==> src/rtl/cla_pipe_adder_if.sv <==
// Operand/result handshake bundle for cla_pipe_adder.
// The ovf signal exists only when CLA_PIPE_OVF_EN is defined.
interface cla_pipe_adder_if #(
    parameter int unsigned WIDTH = 32
);
    logic             in_valid;
    logic             in_ready;
    logic [WIDTH-1:0] a;
    logic [WIDTH-1:0] b;
    logic             cin;
    logic             sub;
    logic             out_valid;
    logic             out_ready;
    logic [WIDTH-1:0] sum;
    logic             cout;
`ifdef CLA_PIPE_OVF_EN
    logic             ovf;

    modport master (
        output in_valid, a, b, cin, sub, out_ready,
        input  in_ready, out_valid, sum, cout, ovf
    );

    modport slave (
        input  in_valid, a, b, cin, sub, out_ready,
        output in_ready, out_valid, sum, cout, ovf
    );
`else
    modport master (
        output in_valid, a, b, cin, sub, out_ready,
        input  in_ready, out_valid, sum, cout
    );

    modport slave (
        input  in_valid, a, b, cin, sub, out_ready,
        output in_ready, out_valid, sum, cout
    );
`endif
endinterface

==> src/rtl/cla_pipe_adder.sv <==
// Pipelined carry-lookahead adder/subtractor; stage k resolves bits of slice k (WIDTH/STAGES wide).
// Define CLA_PIPE_OVF_EN to add the signed-overflow output ovf. STAGES must be at least 2.
module cla_pipe_adder #(
    parameter int unsigned WIDTH  = 32,
    parameter int unsigned GROUP  = 4,
    parameter int unsigned STAGES = 2
) (
    input logic             clk,
    input logic             rst_n,
    cla_pipe_adder_if.slave bus
);
    localparam int unsigned SW = WIDTH / STAGES;
    localparam int unsigned NG = SW / GROUP;
    localparam int unsigned RW = WIDTH - SW;

    // Returns {carry_out, sum}; group carries come from group G/P, ripple only inside a group.
    function automatic logic [SW:0] cla_slice(input logic [SW-1:0] x,
                                              input logic [SW-1:0] y,
                                              input logic          ci);
        logic [SW-1:0] g;
        logic [SW-1:0] p;
        logic [SW-1:0] s;
        logic [NG:0]   gc;
        logic          gg;
        logic          gp;
        logic          c;
        g     = x & y;
        p     = x ^ y;
        s     = '0;
        gc    = '0;
        gc[0] = ci;
        for (int unsigned j = 0; j < NG; j++) begin
            gg = 1'b0;
            gp = 1'b1;
            for (int unsigned i = 0; i < GROUP; i++) begin
                gg = g[j*GROUP+i] | (p[j*GROUP+i] & gg);
                gp = gp & p[j*GROUP+i];
            end
            gc[j+1] = gg | (gp & gc[j]);
            c = gc[j];
            for (int unsigned i = 0; i < GROUP; i++) begin
                s[j*GROUP+i] = p[j*GROUP+i] ^ c;
                c            = g[j*GROUP+i] | (p[j*GROUP+i] & c);
            end
        end
        return {gc[NG], s};
    endfunction

    logic [WIDTH-1:0]             b_eff;
    logic                         adv;
    logic [STAGES-1:0]            st_v;
    logic [STAGES-1:0]            st_c;
    logic [STAGES-1:0][WIDTH-1:0] st_s;
    logic [STAGES-2:0][RW-1:0]    st_ra;
    logic [STAGES-2:0][RW-1:0]    st_rb;
`ifdef CLA_PIPE_OVF_EN
    logic                         ovf_w;
`endif

    assign b_eff        = bus.b ^ {WIDTH{bus.sub}};
    // The whole pipe moves together; it only holds while the output beat is refused.
    assign adv          = !st_v[STAGES-1] || bus.out_ready;
    assign bus.in_ready = adv;

    for (genvar k = 0; k < STAGES; k++) begin : g_stage
        logic [SW-1:0]    x;
        logic [SW-1:0]    y;
        logic             ci;
        logic             vin;
        logic [WIDTH-1:0] s_in;
        logic [WIDTH-1:0] s_nxt;
        logic [SW:0]      res;
        logic             v_q;
        logic             c_q;
        logic [WIDTH-1:0] s_q;

        if (k == 0) begin : g_head
            assign x    = bus.a[SW-1:0];
            assign y    = b_eff[SW-1:0];
            assign ci   = bus.sub | bus.cin;
            assign vin  = bus.in_valid;
            assign s_in = '0;
        end else begin : g_body
            assign x    = st_ra[k-1][SW-1:0];
            assign y    = st_rb[k-1][SW-1:0];
            assign ci   = st_c[k-1];
            assign vin  = st_v[k-1];
            assign s_in = st_s[k-1];
        end

        assign res = cla_slice(x, y, ci);

        always_comb begin
            s_nxt                = s_in;
            s_nxt[k*SW +: SW]    = res[SW-1:0];
        end

        always_ff @(posedge clk) begin
            if (!rst_n) begin
                v_q <= 1'b0;
                c_q <= 1'b0;
                s_q <= '0;
            end else if (adv) begin
                v_q <= vin;
                c_q <= res[SW];
                s_q <= s_nxt;
            end
        end

        assign st_v[k] = v_q;
        assign st_c[k] = c_q;
        assign st_s[k] = s_q;

        // Unconsumed operand bits, shifted so the next slice always sits at the bottom.
        if (k < STAGES - 1) begin : g_rem
            logic [RW-1:0] ra_d;
            logic [RW-1:0] rb_d;
            logic [RW-1:0] ra_q;
            logic [RW-1:0] rb_q;

            if (k == 0) begin : g_load
                assign ra_d = bus.a[WIDTH-1:SW];
                assign rb_d = b_eff[WIDTH-1:SW];
            end else begin : g_shift
                assign ra_d = st_ra[k-1] >> SW;
                assign rb_d = st_rb[k-1] >> SW;
            end

            always_ff @(posedge clk) begin
                if (!rst_n) begin
                    ra_q <= '0;
                    rb_q <= '0;
                end else if (adv) begin
                    ra_q <= ra_d;
                    rb_q <= rb_d;
                end
            end

            assign st_ra[k] = ra_q;
            assign st_rb[k] = rb_q;
        end

`ifdef CLA_PIPE_OVF_EN
        if (k == STAGES - 1) begin : g_ovf
            logic ovf_d;
            logic ovf_q;

            // Carry into the MSB is recovered as sum ^ a ^ b' at that bit.
            assign ovf_d = res[SW] ^ (res[SW-1] ^ x[SW-1] ^ y[SW-1]);

            always_ff @(posedge clk) begin
                if (!rst_n) begin
                    ovf_q <= 1'b0;
                end else if (adv) begin
                    ovf_q <= ovf_d;
                end
            end

            assign ovf_w = ovf_q;
        end
`endif
    end

    assign bus.out_valid = st_v[STAGES-1];
    assign bus.sum       = st_s[STAGES-1];
    assign bus.cout      = st_c[STAGES-1];
`ifdef CLA_PIPE_OVF_EN
    assign bus.ovf       = ovf_w;
`endif

endmodule

==> src/flat_wrapper.sv <==
// flat-port wrapper written by rule: the top's interface ports become plain ports
module cla_pipe_adder_flat 
#(
    parameter int unsigned WIDTH  = 32,
    parameter int unsigned GROUP  = 4,
    parameter int unsigned STAGES = 2
)
  (clk, rst_n, bus_in_valid, bus_a, bus_b, bus_cin, bus_sub, bus_out_ready, bus_in_ready, bus_out_valid, bus_sum, bus_cout);
  cla_pipe_adder_if #(.WIDTH(WIDTH)) bus_i ();
  input logic clk;
  input logic rst_n;
  input wire logic [$bits(bus_i.in_valid)-1:0] bus_in_valid;
  input wire logic [$bits(bus_i.a)-1:0] bus_a;
  input wire logic [$bits(bus_i.b)-1:0] bus_b;
  input wire logic [$bits(bus_i.cin)-1:0] bus_cin;
  input wire logic [$bits(bus_i.sub)-1:0] bus_sub;
  input wire logic [$bits(bus_i.out_ready)-1:0] bus_out_ready;
  output wire logic [$bits(bus_i.in_ready)-1:0] bus_in_ready;
  output wire logic [$bits(bus_i.out_valid)-1:0] bus_out_valid;
  output wire logic [$bits(bus_i.sum)-1:0] bus_sum;
  output wire logic [$bits(bus_i.cout)-1:0] bus_cout;
  assign bus_i.in_valid = bus_in_valid;
  assign bus_i.a = bus_a;
  assign bus_i.b = bus_b;
  assign bus_i.cin = bus_cin;
  assign bus_i.sub = bus_sub;
  assign bus_i.out_ready = bus_out_ready;
  assign bus_in_ready = bus_i.in_ready;
  assign bus_out_valid = bus_i.out_valid;
  assign bus_sum = bus_i.sum;
  assign bus_cout = bus_i.cout;
  cla_pipe_adder #(.WIDTH(WIDTH), .GROUP(GROUP), .STAGES(STAGES)) u_core (.clk(clk), .rst_n(rst_n), .bus(bus_i));
endmodule
==> config.mk <==
export PLATFORM = sky130hd
export DESIGN_NAME = cla_pipe_adder_flat
export DESIGN_NICKNAME = d
export VERILOG_FILES = /design/src/rtl/cla_pipe_adder_if.sv /design/src/rtl/cla_pipe_adder.sv /design/src/flat_wrapper.sv
export SDC_FILE = /design/constraint.sdc
export NUM_CORES = 1
export LEC_CHECK = 0
export CAP_MARGIN = 10
export CELL_PAD_IN_SITES_DETAIL_PLACEMENT = 1
export CELL_PAD_IN_SITES_GLOBAL_PLACEMENT = 1
export CORE_AREA = 2 2 132 134
export DETAILED_ROUTE_END_ITERATION = 12
export DIE_AREA = 0 0 134 136
export PLACE_DENSITY = 0.72
export SLEW_MARGIN = 15
export SYNTH_ARGS = -nofsm -noshare
export SYNTH_HDL_FRONTEND = slang
export SYNTH_SLANG_ARGS = --single-unit
==> constraint.sdc <==
create_clock -name clk -period 8.9 [get_ports clk]
set_input_delay 1.78 -clock clk [delete_from_list [all_inputs] [get_ports clk]]
set_output_delay 1.78 -clock clk [all_outputs]
set_load 0.03 [all_outputs]
Word level (Yosys, flattened, before mapping):

Index checks and enable logic that the tools add are counted.
Widths: inputs -> output; s select.

* register bits after elaboration: 84
* input port bits: 70
* output and inout port bits: 35

* reduce and logical (&&, ||, !) cells: 2
* bitwise operators: 174

Operators with widths (count)
* $and 1x1->1: 80
* $or 1x1->1: 57
* $and 16x16->16: 2
* $xor 1x1->1: 32
* $xor 16x16->16: 2
* $xor 32x32->32: 1
* $logic_not 1->1: 1
* $logic_or 1x1->1: 1

Depth between registers and ports, before layout:

Gate-level depths: netlist of the first run.

* depth in word-level cells: 20
* depth in mapped cells: 14
* mapped depth without buffers: 12

Worst setup path before layout of the first run:

OpenSTA, ideal clock, no wires.

* path type: in2reg
* from: in bus_sub
* to: reg u_core.g_stage[0].s_q[15]
* required time: 8.830 ns
* arrival: 4.641 ns
* path slack: 4.188 ns
* stages on the path: 14
* setup time: 0.070 ns
* cell sequence: buf_4 buf_4 xor2_1 ha_1 nand4_1 a211o_1 a21oi_2 a211oi_1 fa_1 fa_1 fa_1 xnor2_1 nand2_1 a21boi_1

* longest elaborated chain between the ends: 20

Ends and longest elaborated chain
* from (decl): line flat_wrapper.sv:16 `input wire logic [$bits(bus_i.sub)-1:0] bus_sub;`
* $xor 32x32->32: line cla_pipe_adder.sv:60 `assign b_eff = bus.b ^ {WIDTH{bus.sub}};`
* $xor 16x16->16 or $and 16x16->16 (tied branches): line cla_pipe_adder.sv:28, cla_pipe_adder.sv:27
* $and 1x1->1: line cla_pipe_adder.sv:36 `gg = g[j*GROUP+i] | (p[j*GROUP+i] & gg);`
* $or 1x1->1: line cla_pipe_adder.sv:36
* $and 1x1->1: line cla_pipe_adder.sv:36
* $or 1x1->1: line cla_pipe_adder.sv:36
* $and 1x1->1: line cla_pipe_adder.sv:36
* $or 1x1->1: line cla_pipe_adder.sv:36
* [... 4 more ...]
* $or 1x1->1: line cla_pipe_adder.sv:39 `gc[j+1] = gg | (gp & gc[j]);`
* $and 1x1->1: line cla_pipe_adder.sv:43 `c = g[j*GROUP+i] | (p[j*GROUP+i] & c);`
* $or 1x1->1: line cla_pipe_adder.sv:43
* $and 1x1->1: line cla_pipe_adder.sv:43
* $or 1x1->1: line cla_pipe_adder.sv:43
* $and 1x1->1: line cla_pipe_adder.sv:43
* $or 1x1->1: line cla_pipe_adder.sv:43
* $xor 1x1->1 (*): line cla_pipe_adder.sv:42 `s[j*GROUP+i] = p[j*GROUP+i] ^ c;`
* to (signal assigned): line cla_pipe_adder.sv:106 `s_q <= s_nxt;`
* to (decl): line cla_pipe_adder.sv:75 `logic [WIDTH-1:0] s_q;`

Mark *: on every way between the ends. The rest lies on a longest branch, timed or not.
A chain may end at the register's enable or synchronous reset.

Final worst setup path of the first run:

* from: in bus_out_ready
* to: out bus_in_ready

* longest elaborated chain between the ends: 1

Ends and longest elaborated chain
* from (decl): line flat_wrapper.sv:17 `input wire logic [$bits(bus_i.out_ready)-1:0] bus_out_ready;`
* $logic_or 1x1->1: line cla_pipe_adder.sv:62 `assign adv = !st_v[STAGES-1] || bus.out_ready;`
* to (decl): line flat_wrapper.sv:18 `output wire logic [$bits(bus_i.in_ready)-1:0] bus_in_ready;`

Every way passes these cells.

==> reports/results.tsv, run 1 <==
metric	value	unit
coreArea	0.0169	mm^2
async_reset_ff_share	0	%
cts.reportedPaths.clkPinSlew	60	ps
max_freq	180	MHz
grt-ovfl-total	0	
syn_nets	644	
cp_data_arrival_time	3770	ps
ys_ff_latch	84	
synth_edf_count	0	
syn_inst	518	
hp-class	reg -> reg	
placed_cells	818	
start_util	28.2	%
dpl.hpwl	8860	um
p_seq_share	38.0	%
whs	450	ps
synthTopCellsByArea	dfxtp_1 (35%), nand2_1 (11%), fa_1 (10%)	
setup_violations	0	
finalClockSkew	6.69	ps
ff_latch_area	0.00168	mm^2
p_per_area	189	mW/mm^2
finalNonFillerCells	834	
n_antenna_cell	0	
grt_pass1_vias	4233	
required	7120	ps
synth_largest_area_cell	dfxtp_1	
first_iter_violations	137	
dr_total_vias	3809	
cts_tree	built	
multiInputGateArea	0.00278	mm^2
antenna_found_initial	1	
yosysSeqAreaShare	35.3	%
final-max-slew-violation-count	0	
syn2layout_area_growth	31.5	%
io_pins	105	
htreeDepth	3	
gp_congestion	0.791	
path_class	in -> out	
utilization	37.1	%
insertion_delay	340	ps
ys_types	39	
postCtsSetupBuffers	0	
synth_ff_type	dfxtp_1	
portBuffers	104	
holdBufCountCts	0	
hold_viol	0	
vdd_drop_max	127	uV
synthesis.area	0.00476	mm^2
status	finished clean	
end_kind	primary output	
clkSinkCount	84	
finalSetupTns	0	ps
fill_cells	1948	
drive_above_1_share	4.11	%
p_int	0.840	mW
crit_path_start_kind	input pin	
final_antenna_net_count	0	
grt_start_max_net_pins	85	
rows	48	
wl_per_cell	14.3	um
grt_usage	13.6	%
cts_max_path_buffers	2	
cts_buffers	9	
cts_resized	0	
clockRootBuffer	clkbuf_16	
period_share	62.3	%
rsz0062_at_grt	no	
wl	11900	um
cp_max_fo	57	
nets	730	
maxCapViolCount	0	
finalWorstPathRequiredPeriod	5550	ps
ff2ff_setup_slack	5470	ps
power.leakage	2.87	nW
dieWidth	134	um
first_pass_iters	4	
yosysTopAreaCellShare	35.3	%
switchingPower	0.340	mW
maxSlewHeadroom	36.0	%
viasPerCell	4.57	
p_sw_share	28.8	%
die-area	0.0182	mm^2
grt_pass1_wl	19900	um
die_height	136	um
worstMarginPinSlew	960	ps
drcViolationCount	0	
p_clk_share	36.7	%
synth_warnings	0	
syn-mean-instance-area	9.19	um^2
comb_power_share	25.3	%
==> cell type report <==
| type | instances | share of cell area, % |
|---|---|---|
| repair buffers | 107 | 16.8 |
| inverters | 32 | 1.94 |
| clock inverters | 7 | 1.92 |
| well taps | 225 | 4.50 |
| multi-input cells | 370 | 44.4 |
| clock buffers | 9 | 3.60 |
| flip-flops and latches | 84 | 26.9 |
==> power groups by stage <==
stage                     registers (mW)  clock network, mW  logic [mW]
after global routing               0.454              0.463       0.335
final                              0.449              0.433       0.298
after global placement             0.456                  0       0.291
after detailed placement           0.458                  0       0.303
after CTS                          0.449              0.449       0.305
after floorplan                    0.487                  0       0.157
==> critical path: stages <==
cell,delay (ps)
clkdlybuf4s50_1,450
nor2b_4,140
clkinv_2,560
clkdlybuf4s50_1,800
==> Yosys cell counts, types with 2 or more instances <==
cell type	instances
a21oi_1	15
o221ai_1	2
ha_1	32
o21a_1	2
o21ai_1	5
buf_6	3
dfxtp_1	84
buf_4	8
buf_2	10
nand4_1	4
xnor2_1	24
fa_1	24
xor2_1	16
nand2_1	142
clkbuf_1	10
o211a_1	32
a21boi_1	48
inv_1	31
nor2_1	4
a211oi_1	2
o21ai_0	2
==> layout by cell type, fill, tap and decap left out, types with 2 or more instances in the layout <==
master | netlist | layout
o221ai_1 | 2 | 2
ha_1 | 32 | 32
o211a_1 | 32 | 32
clkinv_2 | 0 | 2
nand4_1 | 4 | 4
bufinv_16 | 0 | 3
a21boi_1 | 48 | 48
nor2_1 | 4 | 4
inv_1 | 31 | 31
xnor2_1 | 24 | 24
nand2_1 | 142 | 142
inv_6 | 0 | 2
dfxtp_1 | 84 | 84
clkdlybuf4s50_1 | 0 | 102
a21oi_1 | 15 | 15
clkbuf_16 | 0 | 9
buf_4 | 8 | 3
o21ai_1 | 5 | 5
buf_2 | 10 | 2
o21ai_0 | 2 | 2
fa_1 | 24 | 24
a211oi_1 | 2 | 2
xor2_1 | 16 | 16
o21a_1 | 2 | 2
==> per-layer routing <==
metal  GRT usage [%]  up-vias  routed length (um)
met5               0        -                  11
met4            3.96        2                 178
met3            3.99       14                 505
met2            25.0       63                6030
met1            15.3     1839                5160
li1                -     1891                   -
==> per-stage QoR <==
step | instance area, um^2 | setup slack, ps | power [mW]
global placement | 5910 | 3350 | 0.747
floorplan | 4760 | 4190 | 0.644
finish | 6260 | 3350 | 1.18
global route | 6260 | 3240 | 1.25
detailed placement | 5910 | 3310 | 0.761
CTS | 6260 | 3320 | 1.20
==> registers in the layout, summed over array words and instances, names as in the netlist <==
name,flops
u_core.g_stage.g_rem.ra_q,16
u_core.bus.cout,1
u_core.bus.sum,32
u_core.g_stage.g_rem.rb_q,16
u_core.bus.out_valid,1
u_core.g_stage.s_q,16
u_core.g_stage.v_q,1
u_core.g_stage.c_q,1
==> cells by family (layout without fill, tap and decap cells) <==
| family | count (synthesis) | count (layout) | share of synthesized area, % |
|---|---|---|---|
| compound gates | 118 | 118 | 19.5 |
| buf+inv | 64 | 155 | 6.49 |
| fa+ha+maj | 56 | 56 | 18.5 |
| flops | 84 | 84 | 35.3 |
| simple gates | 156 | 156 | 12.8 |
| xor+xnor | 40 | 40 | 7.36 |
==> final timing paths <==
check | start | to | cells past startpoint
hold / removal | u_core.bus.sum[22]$_SDFFE_PN0P_ | u_core.bus.sum[22]$_SDFFE_PN0P_ | 2
setup / recovery | bus_out_ready | bus_in_ready | 4
setup reg to reg | u_core.g_stage[0].g_rem.rb_q[0]$_SDFFE_PN0P_ | u_core.bus.sum[31]$_SDFFE_PN0P_ | 11
hold reg to reg | u_core.bus.sum[22]$_SDFFE_PN0P_ | u_core.bus.sum[22]$_SDFFE_PN0P_ | 2
(Power assumes the default switching activity.)
==> inputs of run 2 (changes only) <==
--- a/config.mk
+++ b/config.mk
@@ -11,7 +11,7 @@
 export CORE_AREA = 2 2 132 134
 export DETAILED_ROUTE_END_ITERATION = 12
 export DIE_AREA = 0 0 134 136
-export PLACE_DENSITY = 0.72
+export PLACE_DENSITY = 0.75
 export SLEW_MARGIN = 15
 export SYNTH_ARGS = -nofsm -noshare
 export SYNTH_HDL_FRONTEND = slang
==> constraint.sdc (replaced) <==
create_clock -name clk -period 4.8 [get_ports clk]
set_input_delay 0.96 -clock clk [delete_from_list [all_inputs] [get_ports clk]]
set_output_delay 0.96 -clock clk [all_outputs]
set_load 0.03 [all_outputs]
==> run 2 against run 1 <==
  * Routed wire length increased by 1.4%
  * Critical endpoint is now u_core.g_stage[0].s_q[15]$_SDFFE_PN0P_
  * Critical path depth increased by 9
  * Largest power group unchanged
  * Combinational power increased by 87%
  * Sequential share of layout area increased by 0.17 points
  * Register-to-register slack got worse by 4000 ps
  * Non-clock buffer count increased by 2
  * Final cell count increased by 0.12%
  * Hold slack got worse by 1.1 ps
  * Highest routed layer unchanged
  * First-iteration DRC count decreased by 23%
==> reports/results.tsv, run 2 (synthesized netlist as in run 1, its figures left out) <==
metric	value	unit
htreeDepth	3	
drive_above_1_share	4.26	%
switchingPower	0.617	mW
grt-ovfl-total	0	
path_class	in -> reg	
critPathLaunch	bus_sub	
postCtsSetupBuffers	0	
cts.reportedPaths.clkPinSlew	60	ps
p_sw_share	29.7	%
setup_violations	0	
wl_per_cell	14.4	um
cts_max_path_buffers	2	
hp-class	reg -> reg	
worst-path-buf-inv	1	
rsz0062_at_grt	no	
first_iter_violations	105	
dpl.hpwl	9050	um
comb_power_share	26.9	%
hold_viol	0	
cp.depth	13	
end_kind	register	
p_per_area	334	mW/mm^2
cp_data_arrival_time	4220	ps
cp_max_fo	19	
cts_buffers	9	
mostFrequentLayoutCells	nand2_1 (142), clkdlybuf4s50_1 (102), dfxtp_1 (84)	
grt_pass1_wl	20400	um
cp_top_family	adder cells	
finalWorstPathRequiredPeriod	3950	ps
antenna_found_initial	1	
placed_cells	820	
slowest_delay	430	ps
power.leakage	2.86	nW
finalSetupTns	0	ps
grt_start_max_net_pins	62	
cp_slowest_cell	buf_2	
clkSinkCount	84	
period_share	82.3	%
clockRootBuffer	clkbuf_16	
first_pass_iters	4	
finalClockSkew	5.57	ps
die-area	0.0182	mm^2
drcViolationCount	0	
grt_pass1_vias	4231	
final_common_cell	nand2_1	
ff2ff_path_depth	11	
ff2ff_setup_slack	1430	ps
p_int	1.46	mW
portBuffers	104	
max_freq	253	MHz
crit_end	u_core.g_stage[0].s_q[15]$_SDFFE_PN0P_	
cts_resized	0	
rows	48	
wl	12100	um
required	5070	ps
die_height	136	um
p_clk_share	33.1	%
final-max-slew-violation-count	0	
maxSlewHeadroom	32.3	%
r2r-end	u_core.bus.sum[31]$_SDFFE_PN0P_	
coreArea	0.0169	mm^2
nets	732	
status	finished clean	
viasPerCell	4.60	
n_antenna_cell	0	
gp_congestion	0.769	
total_power	2.08	mW
io_pins	105	
final_antenna_net_count	0	
largest_reg_flops	32	
dr_total_vias	3840	
insertion_delay	340	ps
p_seq_share	40.0	%
grt_usage	14.0	%
dieWidth	134	um
worstMarginPinSlew	1020	ps
regToRegStartpoint	u_core.g_stage[0].g_rem.rb_q[2]$_SDFFE_PN0P_	
crit_chain	buf_2 > xor2_1 > ha_1 > nand4_1 > a211o_1 > a21oi_2 > a211oi_1 > fa_1 > fa_1 > fa_1 > xnor2_1 > nand2_1 > a21boi_1	
cts_tree	built	
syn2layout_area_growth	30.6	%
maxCapViolCount	0	
crit_path_start_kind	input pin	
holdBufCountCts	0	
cpMostUsedCell	fa_1	
vdd_drop_max	175	uV
finalNonFillerCells	835	
start_util	28.2	%
run 2: cell types whose count changed in the layout (fill, tap and decap cells not counted):
cell,change
buf_4,+2
bufinv_16,-2
clkbuf_8,+1
clkinv_2,+2
inv_6,-2
run 2: cell type report:
class                      instances  area [um^2]
timing repair buffer             109         1070
fill                            1928        10700
clock inverter                     5         52.6
inverter                          32          121
tap                              225          282
clock buffer                      10          239
sequential                        84         1680
multi-input combinational        370         2780
run 2: worst reg2reg max path: cells and delay by family, from the launching register on:
kind,cells,cell delay [ps]
adders and majority gates,4,1710
AOI/OAI and AO/OA,4,870
DFF,1,330
and+or+nand+nor,2,210
xor gates and xnor gates,1,140
run 2: routing by layer:
metal | up-vias | wire, um | track usage [%]
met5 | - | 16 | 0
met4 | 2 | 234 | 4.79
met3 | 15 | 439 | 3.21
met2 | 58 | 6130 | 25.2
met1 | 1883 | 5230 | 16.3
li1 | 1882 | - | -
run 2: power groups by stage:
stage               registers [mW]  logic (mW)  clock network (mW)
floorplan                    0.902       0.292                   0
global placement             0.843       0.544                   0
detailed placement           0.847       0.567                   0
CTS                          0.832       0.571               0.720
global route                 0.843       0.627               0.745
finish                       0.831       0.558               0.688
run 2: worst min-delay path by stage:
stage / slack (ps) / to / cells after the start / from
3_3_place_gp: 440 / u_core.g_stage[0].v_q$_SDFFE_PN0P_ / 2 / u_core.g_stage[0].v_q$_SDFFE_PN0P_
6_report: 450 / u_core.bus.sum[24]$_SDFFE_PN0P_ / 2 / u_core.bus.sum[24]$_SDFFE_PN0P_
4_1_cts: 450 / u_core.bus.sum[24]$_SDFFE_PN0P_ / 2 / u_core.bus.sum[24]$_SDFFE_PN0P_
3_5_place_dp: 440 / u_core.bus.sum[24]$_SDFFE_PN0P_ / 2 / u_core.bus.sum[24]$_SDFFE_PN0P_
5_1_grt: 470 / u_core.bus.sum[22]$_SDFFE_PN0P_ / 2 / u_core.bus.sum[22]$_SDFFE_PN0P_
2_1_floorplan: 430 / u_core.g_stage[0].s_q[11]$_SDFFE_PN0P_ / 2 / u_core.g_stage[0].s_q[11]$_SDFFE_PN0P_
run 2: per-stage QoR:
step	utilization [%]	hold slack, ps	setup slack [ps]	cell area [um^2]
3_3_place_gp	35.1	438	589	5930
6_report	36.9	449	848	6220
2_1_floorplan	-	431	908	4760
5_1_grt	36.9	467	593	6220
4_1_cts	36.9	451	833	6220
3_5_place_dp	35.1	442	478	5930
